File: src/rtl/stack_arbiter.sv
// stack_arbiter: round-robin req/ack arbiter granting two requesters access to one LIFO stack.
// Optional STACK_ARB_STATS_EN builds a saturating reject counter on reject_count.
module stack_arbiter #(
    parameter int DATA_WIDTH = 16,
    parameter int DEPTH = 3,
    localparam int CW = $clog2(DEPTH + 1)
) (
    input  logic                  clock,
    input  logic                  reset,
    input  logic                  req0,
    input  logic                  op0,
    input  logic [DATA_WIDTH-1:0] wdata0,
    input  logic                  req1,
    input  logic                  op1,
    input  logic [DATA_WIDTH-1:0] wdata1,
    output logic                  ack0,
    output logic                  ack1,
    output logic                  err,
    output logic [DATA_WIDTH-1:0] rdata,
    output logic [CW-1:0]         count,
    output logic                  busy,
    output logic                  stk_push,
    output logic                  stk_pop,
    output logic [DATA_WIDTH-1:0] stk_data_in,
    input  logic [DATA_WIDTH-1:0] stk_data_out,
    output logic [7:0]            reject_count
);
    typedef enum logic [1:0] {IDLE, ISSUE, CAPTURE} state_t;
    state_t state_q, state_d;
    logic ack0_q, ack0_d, ack1_q, ack1_d, err_q, err_d, busy_q;
    logic push_q, push_d, pop_q, pop_d, last_q, last_d, id_q, id_d, op_q, op_d;
    logic [DATA_WIDTH-1:0] rdata_q, rdata_d, din_q, din_d, gdata;
    logic [CW-1:0] count_q, count_d;
    logic el0, el1, gnt, gop, reject, take;

    // A requester whose ack is high this cycle is holding a stale req and is ignored.
    assign el0 = req0 && !ack0_q;
    assign el1 = req1 && !ack1_q;
    assign gnt = (el0 && el1) ? !last_q : el1;
    assign gop = gnt ? op1 : op0;
    assign gdata = gnt ? wdata1 : wdata0;
    assign reject = gop ? (count_q == CW'(DEPTH)) : (count_q == '0);
    assign take = (state_q == IDLE) && (el0 || el1);

    always_comb begin
        state_d = state_q;
        ack0_d = 1'b0;
        ack1_d = 1'b0;
        err_d = 1'b0;
        push_d = 1'b0;
        pop_d = 1'b0;
        last_d = last_q;
        id_d = id_q;
        op_d = op_q;
        rdata_d = rdata_q;
        din_d = din_q;
        count_d = count_q;
        case (state_q)
            IDLE: if (take) begin
                last_d = gnt;
                id_d = gnt;
                op_d = gop;
                if (reject) begin
                    ack0_d = !gnt;
                    ack1_d = gnt;
                    err_d = 1'b1;
                end else begin
                    state_d = ISSUE;
                    push_d = gop;
                    pop_d = !gop;
                    din_d = gop ? gdata : din_q;
                end
            end
            ISSUE: begin
                state_d = CAPTURE;
                count_d = op_q ? count_q + CW'(1) : count_q - CW'(1);
            end
            CAPTURE: begin
                state_d = IDLE;
                ack0_d = !id_q;
                ack1_d = id_q;
                rdata_d = op_q ? rdata_q : stk_data_out;
            end
            default: state_d = IDLE;
        endcase
    end

    always_ff @(posedge clock) begin
        if (reset) begin
            state_q <= IDLE;
            ack0_q <= 1'b0;
            ack1_q <= 1'b0;
            err_q <= 1'b0;
            busy_q <= 1'b0;
            push_q <= 1'b0;
            pop_q <= 1'b0;
            last_q <= 1'b1;
            id_q <= 1'b0;
            op_q <= 1'b0;
            rdata_q <= '0;
            din_q <= '0;
            count_q <= '0;
        end else begin
            state_q <= state_d;
            ack0_q <= ack0_d;
            ack1_q <= ack1_d;
            err_q <= err_d;
            busy_q <= state_d != IDLE;
            push_q <= push_d;
            pop_q <= pop_d;
            last_q <= last_d;
            id_q <= id_d;
            op_q <= op_d;
            rdata_q <= rdata_d;
            din_q <= din_d;
            count_q <= count_d;
        end
    end

    assign ack0 = ack0_q;
    assign ack1 = ack1_q;
    assign err = err_q;
    assign rdata = rdata_q;
    assign count = count_q;
    assign busy = busy_q;
    assign stk_push = push_q;
    assign stk_pop = pop_q;
    assign stk_data_in = din_q;

`ifdef STACK_ARB_STATS_EN
    logic [7:0] rej_q;
    always_ff @(posedge clock) begin
        if (reset) rej_q <= '0;
        else if (take && reject && rej_q != 8'hFF) rej_q <= rej_q + 8'd1;
    end
    assign reject_count = rej_q;
`else
    assign reject_count = '0;
`endif
endmodule

File: config.mk
export PLATFORM = sky130hd
export DESIGN_NAME = stack_arbiter
export DESIGN_NICKNAME = d
export VERILOG_FILES = /design/src/rtl/stack_arbiter.sv
export SDC_FILE = /design/constraint.sdc
export NUM_CORES = 1
export LEC_CHECK = 0
export CORE_AREA = 2 2 72 74
export DETAILED_ROUTE_END_ITERATION = 6
export DIE_AREA = 0 0 74 76
export PLACE_DENSITY = 0.79
export REMOVE_ABC_BUFFERS = 1
export SLEW_MARGIN = 20
export SYNTH_ARGS = -nofsm -noshare
export SYNTH_HDL_FRONTEND = slang
export SYNTH_SLANG_ARGS = --single-unit
File: constraint.sdc
create_clock -name clock -period 4.5 [get_ports clock]
set_clock_uncertainty 0.2 [all_clocks]
set_input_delay 0.675 -clock clock [delete_from_list [all_inputs] [get_ports clock]]
set_output_delay 0.675 -clock clock [all_outputs]
set_load 0.01 [all_outputs]
==> flow_summary_export.csv <==
group,metric,value,unit
outcome,status,"finished, final reports clean",
die,ioPinCount,102,
critical_path,startpoint_type,"input pin",
die,start_util,0.398,
timing,slew_viol_final,0,
synthesis,synth-seq-cells,45,
worst_hold_path,hold_path.class,"register to register",
synthesis,synth_commonest_cells,"dfxtp_1, nand2_1, nor2_1, a21oi_1, mux2i_1",
critical_path,r2r_start,"ack1",
clocking,clkTransAtPathRegs,0.08,ns
synthesis,synth_cells,212,
route,drt_iter0_markers,74,
die,dieArea,5620,um2
synthesis,yosys.area_share.xor_xnor,0.00896,
route,vias_per_cell,4.75,
clocking,hold_buffers,0,
synthesis,synth_top_family_by_area,"compound AO/OA/AOI/OAI gates",
route,dr.pass1.iters,4,
power,combPwrFrac,0.316,
worst_hold_path,hp-start,"rdata[9]",
clocking,clk_path_buf_depth,2,
power,p_clk_frac,0.232,
timing,hold_viol,0,
timing,slew_headroom,0.374,
critical_path,cp.arrival,2.96,ns
finish,antenna_cells,0,
route,vias,1747,
timing,finalSetupTns,0,ns
global_routing,grt-ovfl-total,0,
power,internal_power,0.751,mW
clocking,cts_setup_buffers,0,
power,p_total,1.06,mW
route,routedWlPerCell,12.5,um
clocking,clkSinkCount,45,
timing,max_freq,339,MHz
synthesis,synthMostInstantiatedCell,"dfxtp_1",
die,row_count,26,
job,maxCapViolations,0,
critical_path,worst_setup_path_end_kind,"register",
route,routed_wirelength,4580,um
power,p_sw,0.310,mW
synthesis,yosysSeqAreaShare,0.461,
synthesis,synth_top_area_share,0.461,
finish,fillers,441,
synthesis,synth_flop_cell,"dfxtp_1",
route,drcViolationCount,0,
clocking,clk-insertion-delay-late,0.29,ns
synthesis,synth-compound-area-share,0.196,
global_routing,grt_max_degree,42,
global_routing,grt_usage,0.164,
die,fp.coreArea,4910,um2
power,swShare,0.292,
synthesis,synth_cell_types,36,
synthesis,syn_area,1960,um2
clocking,cts_resized,0,
place,portBuffers,93,
die,die_y,76,um
synthesis,yosysWarnings,0,
critical_path,cp-startpoint,"req1",
route,ant_nets,0,
power,p_leak,1.12,nW
clocking,cts_buffers,5,
synthesis,synth-simple-area-share,0.177,
timing,period_minus_slack,2.95,ns
finish,final_nets,352,
clocking,root_buffer,"clkbuf_8",
synthesis,avgSynthCellArea,9.22,um2
place,place.gp.congestion,0.891,
critical_path,crit_fanout,20,
synthesis,muxShareOfSynthArea,0.0896,
power,p_per_area,358,nW/um2
synthesis,synthArstFlopShare,0,
critical_path,reg2reg_setup_slack,2.13,ns
power,seqPwrFrac,0.452,
finish,syn_to_final_growth,51.6,%
clocking,tritoncts,"done",
synthesis,synth_edf_count,0,
synthesis,synth.largest_area_cell,"dfxtp_1",
global_routing,antenna_found_initial,0,
timing,finalSetupViolCount,0,
synthesis,synth_area_leaders,"dfxtp_1, a211oi_2, mux2i_1",
place,hpwl,3460,um
critical_path,cp.required,4.51,ns
synthesis,synth-adder-area-share,0,
clocking,htreeDepth,2,
finish,drive_above_1_share,0.0973,
power,ir_drop,0.207,mV
timing,worstMarginPinSlew,0.935,ns
timing,post-route-period-util,0.656,
global_routing,grt_pass1_wl,7390,um
global_routing,grt_pass1_vias,1641,
timing,rsz0062_at_grt,"false",
critical_path,crit_type,"input pin to register",
die,die_w,74,um
[worst paths after layout]
kind,end,depth (start not counted)
worst max-delay path,stk_data_in[8],7
worst min-delay path,rdata[9],2
worst max register to register,stk_data_in[8],6
worst min register to register,rdata[9],2
[metal layers]
layer,vias to the layer above,GRT usage,part of all wire
met3,4,0.0648,0.11
li1,878,-,-
met1,781,0.203,0.42
met5,-,0,0
met2,84,0.263,0.47
met4,0,0.0436,0.0068
[sequential cells by signal, summed over array words and instances (netlist names)]
| register | cells |
|---|---|
| ack0 | 1 |
| stk_pop | 1 |
| rdata | 16 |
| stk_data_in | 16 |
| state_q | 2 |
| busy | 1 |
| stk_push | 1 |
| err | 1 |
| id_q | 1 |
| ack1 | 1 |
| count | 2 |
| last_q | 1 |
| op_q | 1 |
[final cells by class]
type,instances,area [um2],share of cell area
tap,70,87.6,0.0295
clock buffer,7,86.3,0.0291
timing repair buffer,94,933,0.315
sequential,45,901,0.304
multi-input combinational,151,953,0.322
inverter,1,3.75,0.00127
[cell families (layout without fill, tap and decap cells)]
| group | count (synthesis) | count (layout) |
|---|---|---|
| AOI/OAI and AO/OA | 47 | 47 |
| xor gates and xnor gates | 2 | 2 |
| buffers and inverters | 23 | 102 |
| DFF | 45 | 45 |
| muxes | 17 | 17 |
| other | 1 | 8 |
| and+or+nand+nor | 77 | 77 |
[metrics by stage]
step | utilization | instance area [um2] | cells | hold slack, ns | worst slack, ns
after detailed placement | 0.586 | 2880 | 361 | 0.247 | 1.28
after floorplan | - | 1860 | 197 | 0.274 | 1.81
after global routing | 0.604 | 2970 | 368 | 0.273 | 1.35
final | 0.604 | 2970 | 368 | 0.254 | 1.55
after global placement | 0.586 | 2880 | 361 | 0.240 | 1.38
after CTS | 0.604 | 2970 | 368 | 0.259 | 1.55
[power groups by stage]
stage	Sequential (mW)	Combinational [mW]	Clock, mW
2_1_floorplan	0.504	0.156	0
4_1_cts	0.480	0.339	0.256
6_report	0.480	0.335	0.246
3_3_place_gp	0.487	0.330	0
5_1_grt	0.486	0.367	0.274
3_5_place_dp	0.489	0.338	0
[worst max-delay path, cell delays in order]
cell and delay, ns:
clkdlybuf4s50_1 0.48, nor2b_1 0.36, nand3_1 0.21, a211oi_4 0.59, buf_4 0.37, nor2_1 0.09
a211oi_2 0.19
[cells in the final DEF (no fill, tap or decap), types with 2 or more instances in the layout]
| cell type | count |
|---|---|
| clkdlybuf4s50_1 | 92 |
| dfxtp_1 | 45 |
| nand2_1 | 34 |
| nor2_1 | 22 |
| a21oi_1 | 21 |
| mux2i_1 | 16 |
| a211oi_2 | 14 |
| conb_1 | 8 |
| nor3_1 | 6 |
| clkbuf_8 | 6 |
| nand2b_1 | 3 |
| a211oi_1 | 3 |
| nor2b_1 | 2 |
| and2_1 | 2 |
| xor2_1 | 2 |
Note: power is estimated with default switching activity, not from simulation.
==> variant 1 (same settings) <==
The option `STACK_ARB_STATS_EN` is turned on by a define.
--- a/src/rtl/stack_arbiter.sv
+++ b/src/rtl/stack_arbiter.sv
@@ -2,2 +2,4 @@
 // Optional STACK_ARB_STATS_EN builds a saturating reject counter on reject_count.
+`define STACK_ARB_STATS_EN
+
 module stack_arbiter #(
Check against the original RTL: not equivalent (Yosys sat finds a counterexample within 4 cycles, from zero or initial values and one cycle with reset high).
==> variant 1 against the unedited design <==
- global-route usage is 5.3 points higher
- count of clock-buffer cells in the layout is 1 lower
- area after synthesis is 13% higher
- register-to-register slack worse by 0.38 ns
- total power is 18% higher
- final area is 14% higher
- routed wire length is 35% higher
- sequential power is 17% higher
- synthesized cell count is 25% higher
- setup slack worse by 0.24 ns
- sequential cell count is 8 higher
- combinational power is 5% higher
==> variant 1: results (changes against the unedited design) <==
Outcome
  – Status: completed (unchanged)

Setup path
  – Critical Path Start: req1 (unchanged)
  – CP Max Fanout: 23 (was 20)
  – Worst reg2reg path depth: 6 (unchanged)
  – Worst path slowest cell: and2b_1 (was a211oi_4)
  – Crit path to: busy (was stk_data_in[8])
  – Max stage delay on crit path: 0.63 ns (was 0.59 ns)
  – Critical Path AT: 3.18 ns (was 2.96 ns)
  – FF-to-FF setup slack: 1.75 ns (was 2.13 ns)
  – Reg2reg start: ack1 (unchanged)
  – CP delay by family, top: simple AND/OR/NAND/NOR gates (was buffers and inverters)

Min path
  – Hold Crit Class: reg -> reg (unchanged)

Yosys
  – Top post-synthesis cells by area: dfxtp_1, nand2_1, a311oi_1 (was dfxtp_1, a211oi_2, mux2i_1)
  – Most frequent cells after synthesis: nand2_1, dfxtp_1, nor2_1, a21oi_1, nand3_1 (was dfxtp_1, nand2_1, nor2_1, a21oi_1, mux2i_1)
  – YS warnings: 0 (unchanged)
  – Sequential fraction of the synthesis area: 47.9% (was 46.1%)
  – Synth unique cells: 42 (was 36)
  – Post-synth ARST share: 0% (unchanged)

CTS
  – # H-tree levels: 2 (unchanged)
  – Resize count post-CTS: 0 (unchanged)
  – Clock transition at path regs: 0.09 ns
  – Root buf cell: clkbuf_8 (unchanged)
  – Setup Buffers After CTS: 0 (unchanged)
  – Clock latency on the worst-skew pair: 0.30 ns
  – Deepest clock path buffer count: 2 (unchanged)
  – CTS buffer count: 5 (unchanged)

Global routing
  – GR met3 Demand/Resource: 4.63% (was 6.48%)
  – First-pass GRT wire length: 9760 um (was 7390 um)
  – Largest net degree at the start of global routing: 53 (was 42)
  – Total GRT Usage: 21.7% (was 16.4%)
  – Antenna violations before repair: 0 (unchanged)
  – Met2 GRT Util: 34.1% (was 26.3%)
  – Met1 Resource Use GR: 27.9% (was 20.3%)
  – GRT Residual Overflow: 0 (unchanged)
  – Vias in the first global route: 2107 (was 1641)

Place
  – Placer Congestion: 0.797 (was 0.891)
  – Port bufs: 101 (was 93)
  – DP Area: 0.00325 mm^2 (was 0.00288 mm^2)
  – Post-detail-place hpwl: 4270 um (was 3460 um)

Detailed routing
  – DR vias/cell: 5.22 (was 4.75)
  – Wire per inst: 14.5 um (was 12.5 um)
  – DR iter-0 viols: 140 (was 74)
  – Initial DRT Pass Iterations: 4 (unchanged)

Pwr
  – Leak: 1.19 nW (was 1.12 nW)
  – Peak supply drop: 0.000213 V (was 0.000207 V)
  – Net Sw Power: 0.364 mW (was 0.310 mW)

Layout
  – Layout cells sized above 1: 5.60% (was 9.73%)
  – Layout net count: 411 (was 352)
  – # diodes: 0 (unchanged)

Timing
  – Slew at the pin closest to its max-slew limit: 0.942 ns (was 0.935 ns)
## variant 1: cell count changes in the layout (fill, tap and decap cells not counted), sizes merged, moves of 15 or more
cell | before | now
a311oi | 0 | 16
a211oi | 18 | 2
nand3 | 1 | 22
mux2i | 16 | 1
nand2 | 35 | 54
## variant 1: how the worst min path moves through the flow
| stage | startpoint | end | depth (start not counted) |
|---|---|---|---|
| floorplan | rdata[0] | rdata[0] | 2 |
| global placement | rdata[8] | rdata[8] | 2 |
| detailed placement | rdata[11] | rdata[11] | 2 |
| CTS | rdata[9] | rdata[9] | 2 |
| global route | rdata[1] | rdata[1] | 2 |
| finish | rdata[8] | rdata[8] | 2 |
## variant 1: layout make-up
type	count	area [um^2]
clock inverters	2	37.5
inverters	1	3.75
flip-flops and latches	53	1060
well taps	70	87.6
multi-input cells	193	1080
repair buffers	102	1010
fillers	428	1540
clock buffers	6	82.6
## variant 1: through the flow
step	hold slack [ns]	total power [mW]	setup WS, ns	cells
after floorplan	0.274	0.738	1.61	247
after global placement	0.240	0.915	1.09	419
after detailed placement	0.246	0.923	1.00	419
after CTS	0.260	1.26	1.34	427
after global routing	0.283	1.31	1.07	427
final	0.257	1.25	1.31	427
## variant 1: metal layers
layer / part of all wire, % / wire length [um]
met4: 3.5 / 214
met1: 43 / 2680
met5: 0 / 0
met2: 47 / 2900
met3: 6.3 / 388
## variant 1: cell families after synthesis
kind of cell / Yosys count / synth area share, %
compound gates: 55 / 17.4
xor+xnor: 5 / 1.98
fa+ha+maj: 1 / 0.565
buf+inv: 18 / 3.28
flops: 53 / 47.9
mux: 1 / 0.452
simple gates: 131 / 28.4
## variant 1: worst min-delay path, cell delays in order, from the launching register on
cell	delay [ns]
dfxtp_1	0.32
nand2_1	0.05
a21oi_1	0.05
## variant 1: power by group through the flow
stage	clock network, mW	registers [mW]	logic [mW]
floorplan	0	0.585	0.152
global placement	0	0.569	0.346
detailed placement	0	0.572	0.352
CTS	0.342	0.561	0.354
global route	0.360	0.569	0.383
finish	0.336	0.561	0.352
==> variant 2 (same flow settings) <==
Without the edit above. The output `err` loses its register stage (`err_q` becomes a continuous assignment).
--- a/src/rtl/stack_arbiter.sv
+++ b/src/rtl/stack_arbiter.sv
@@ -92,3 +92,2 @@
             ack1_q <= 1'b0;
-            err_q <= 1'b0;
             busy_q <= 1'b0;
@@ -106,3 +105,2 @@
             ack1_q <= ack1_d;
-            err_q <= err_d;
             busy_q <= state_d != IDLE;
@@ -118,2 +116,4 @@
     end
+
+    assign err_q = err_d;
 
Formal check against the unedited RTL: not equivalent (Yosys sat finds a counterexample within 4 cycles, from zero or initial values and one cycle with reset high).
==> variant 2 against the unedited design <==
- total power grew 1.6%
- routed wire length rose by 3.8%
- sequential cell count down 1
- setup slack worse by 0.76 ns
- area after synthesis shrank 0.45%
- final area unchanged
- register-to-register slack got worse by 0.11 ns
- first-iteration DRC count shrank 30%
- largest power group unchanged
==> variant 2: results (changes against the unedited design) <==
Setup path
  – Critical Path Start: req0 (was req1)
  – Crit path to: err (was stk_data_in[8])
  – FF-to-FF setup slack: 2.02 ns (was 2.13 ns)
  – CP delay by family, top: buffers and inverters (unchanged)
  – Worst R2R End: stk_data_in[13] (was stk_data_in[8])
  – Worst reg2reg path depth: 6 (unchanged)
  – Reg2reg start: last_q (was ack1)
  – Critical Path AT: 2.83 ns (was 2.96 ns)
  – Worst path slowest cell: clkdlybuf4s50_1 (was a211oi_4)
  – Max stage delay on crit path: 0.54 ns (was 0.59 ns)
  – CP Max Fanout: 19 (was 20)

CTS
  – # H-tree levels: 2 (unchanged)
  – Setup Buffers After CTS: 0 (unchanged)
  – Deepest clock path buffer count: 2 (unchanged)
  – CTS buffer count: 5 (unchanged)
  – Clock latency on the worst-skew pair: 0.29 ns (about the same)
  – Root buf cell: clkbuf_8 (unchanged)
  – Clock transition at path regs: 0.07 ns
  – Resize count post-CTS: 0 (unchanged)

Layout
  – Layout net count: 366 (was 352)
  – Fin cells: 383 (was 368)
  – Layout cells sized above 1: 9.90% (was 9.73%)
  – FILL cells: 446 (was 441)

Global routing
  – Vias in the first global route: 1753 (was 1641)
  – Antenna violations before repair: 0 (unchanged)
  – Total GRT Usage: 17.4% (was 16.4%)
  – Largest net degree at the start of global routing: 44 (was 42)
  – First-pass GRT wire length: 7660 um (was 7390 um)

Place
  – Placed cell count: 375 (was 361)
  – Post-detail-place hpwl: 3440 um (was 3460 um)
  – Placer Congestion: 0.763 (was 0.891)
  – Port bufs: 93 (unchanged)

Min path
  – Hold worst-path end: rdata[5] (was rdata[9])
  – Hold_sp: rdata[5] (was rdata[9])
  – Hold Crit Class: reg -> reg (unchanged)
  – Worst Hold Depth: 2 (unchanged)

Yosys
  – Top post-synthesis cells by area: dfxtp_1, a311oi_2, nand2_1 (was dfxtp_1, a211oi_2, mux2i_1)
  – Most frequent cells after synthesis: nand2_1, dfxtp_1, nor2_1, a21oi_1, nand3_1 (was dfxtp_1, nand2_1, nor2_1, a21oi_1, mux2i_1)
  – YS warnings: 0 (unchanged)
  – Post-synth ARST share: 0% (unchanged)
  – Sequential fraction of the synthesis area: 45.2% (was 46.1%)
  – Avg Cell Area, Syn: 8.65 um^2 (was 9.22 um^2)
  – Synth unique cells: 34 (was 36)
  – Most common cell in the netlist: nand2_1 (was dfxtp_1)

Pwr
  – Sequential power share: 43.7% (was 45.2%)
  – Sw Ratio: 30.6% (was 29.2%)
  – Peak supply drop: 0.000169 V (was 0.000207 V)
  – Leak: 1.08 nW (was 1.12 nW)
  – Clock network power share: 23.1%

Detailed routing
  – DR iter-0 viols: 52 (was 74)
  – Overall via count from detail_route: 1860 (was 1747)
  – Wire per inst: 12.4 um (was 12.5 um)
  – Initial DRT Pass Iterations: 4 (unchanged)
  – Met1 wire length: 1970 um (was 1930 um)
  – Top Layer Used: met4 (unchanged)
  – Met2 WL post-DR: 2240 um (was 2140 um)
  – Routed wl met3: 473 um (was 490 um)

Timing
  – Slew at the pin closest to its max-slew limit: 0.917 ns (was 0.935 ns)

Outcome
  – Status: completed (unchanged)
==> variant 2: changes by cell type in the layout (fill, tap and decap cells not counted), moves of 3 or more <==
cell / delta
buf_4: +3
a211oi_1: -3
a21oi_1: -3
nand2_1: +18
a211oi_2: -14
a311oi_2: +14
nor3_1: -5
mux2i_1: -16
nand3_1: +16
==> variant 2: metrics by stage <==
stage | worst slack [ns] | cell area (um^2) | total power, mW | util, % | hold slack [ns]
after floorplan | 1.07 | 1830 | 0.655 | - | 0.272
after global placement | 0.852 | 2870 | 0.831 | 58.5 | 0.241
after detailed placement | 0.775 | 2870 | 0.840 | 58.5 | 0.247
after CTS | 0.771 | 2970 | 1.09 | 60.4 | 0.258
after global routing | 0.674 | 2970 | 1.14 | 60.4 | 0.273
final | 0.794 | 2970 | 1.08 | 60.4 | 0.255
==> variant 2: cell type report <==
type                       count  area share [%]
tap                           70            2.95
multi-input combinational    161            31.6
sequential                    44            29.7
clock inverter                 2           0.338
clock buffer                   6            2.78
inverter                       3           0.380
timing repair buffer          97            32.2
==> variant 2: cells by family (layout without fill, tap and decap cells) <==
kind of cell / after synthesis / count (layout) / share of synthesized area (%)
AO/OA/AOI/OAI: 44 / 44 / 21.1
AND/OR/NAND/NOR: 107 / 107 / 24.6
flip-flops: 44 / 44 / 45.2
other: 1 / 8 / 0.193
XOR/XNOR: 2 / 2 / 0.900
buffers and inverters: 27 / 108 / 7.97
==> variant 2: per-layer routing <==
layer | GRT usage, % | up-vias
li1 | - | 928
met5 | 0 | -
met1 | 18.9 | 839
met4 | 6.00 | 0
met3 | 7.28 | 8
met2 | 29.6 | 85
==> variant 2: worst min-delay path: stages (launching register included) <==
cell and delay (ns):
dfxtp_1 0.31, nand2_1 0.05, a21oi_1 0.05
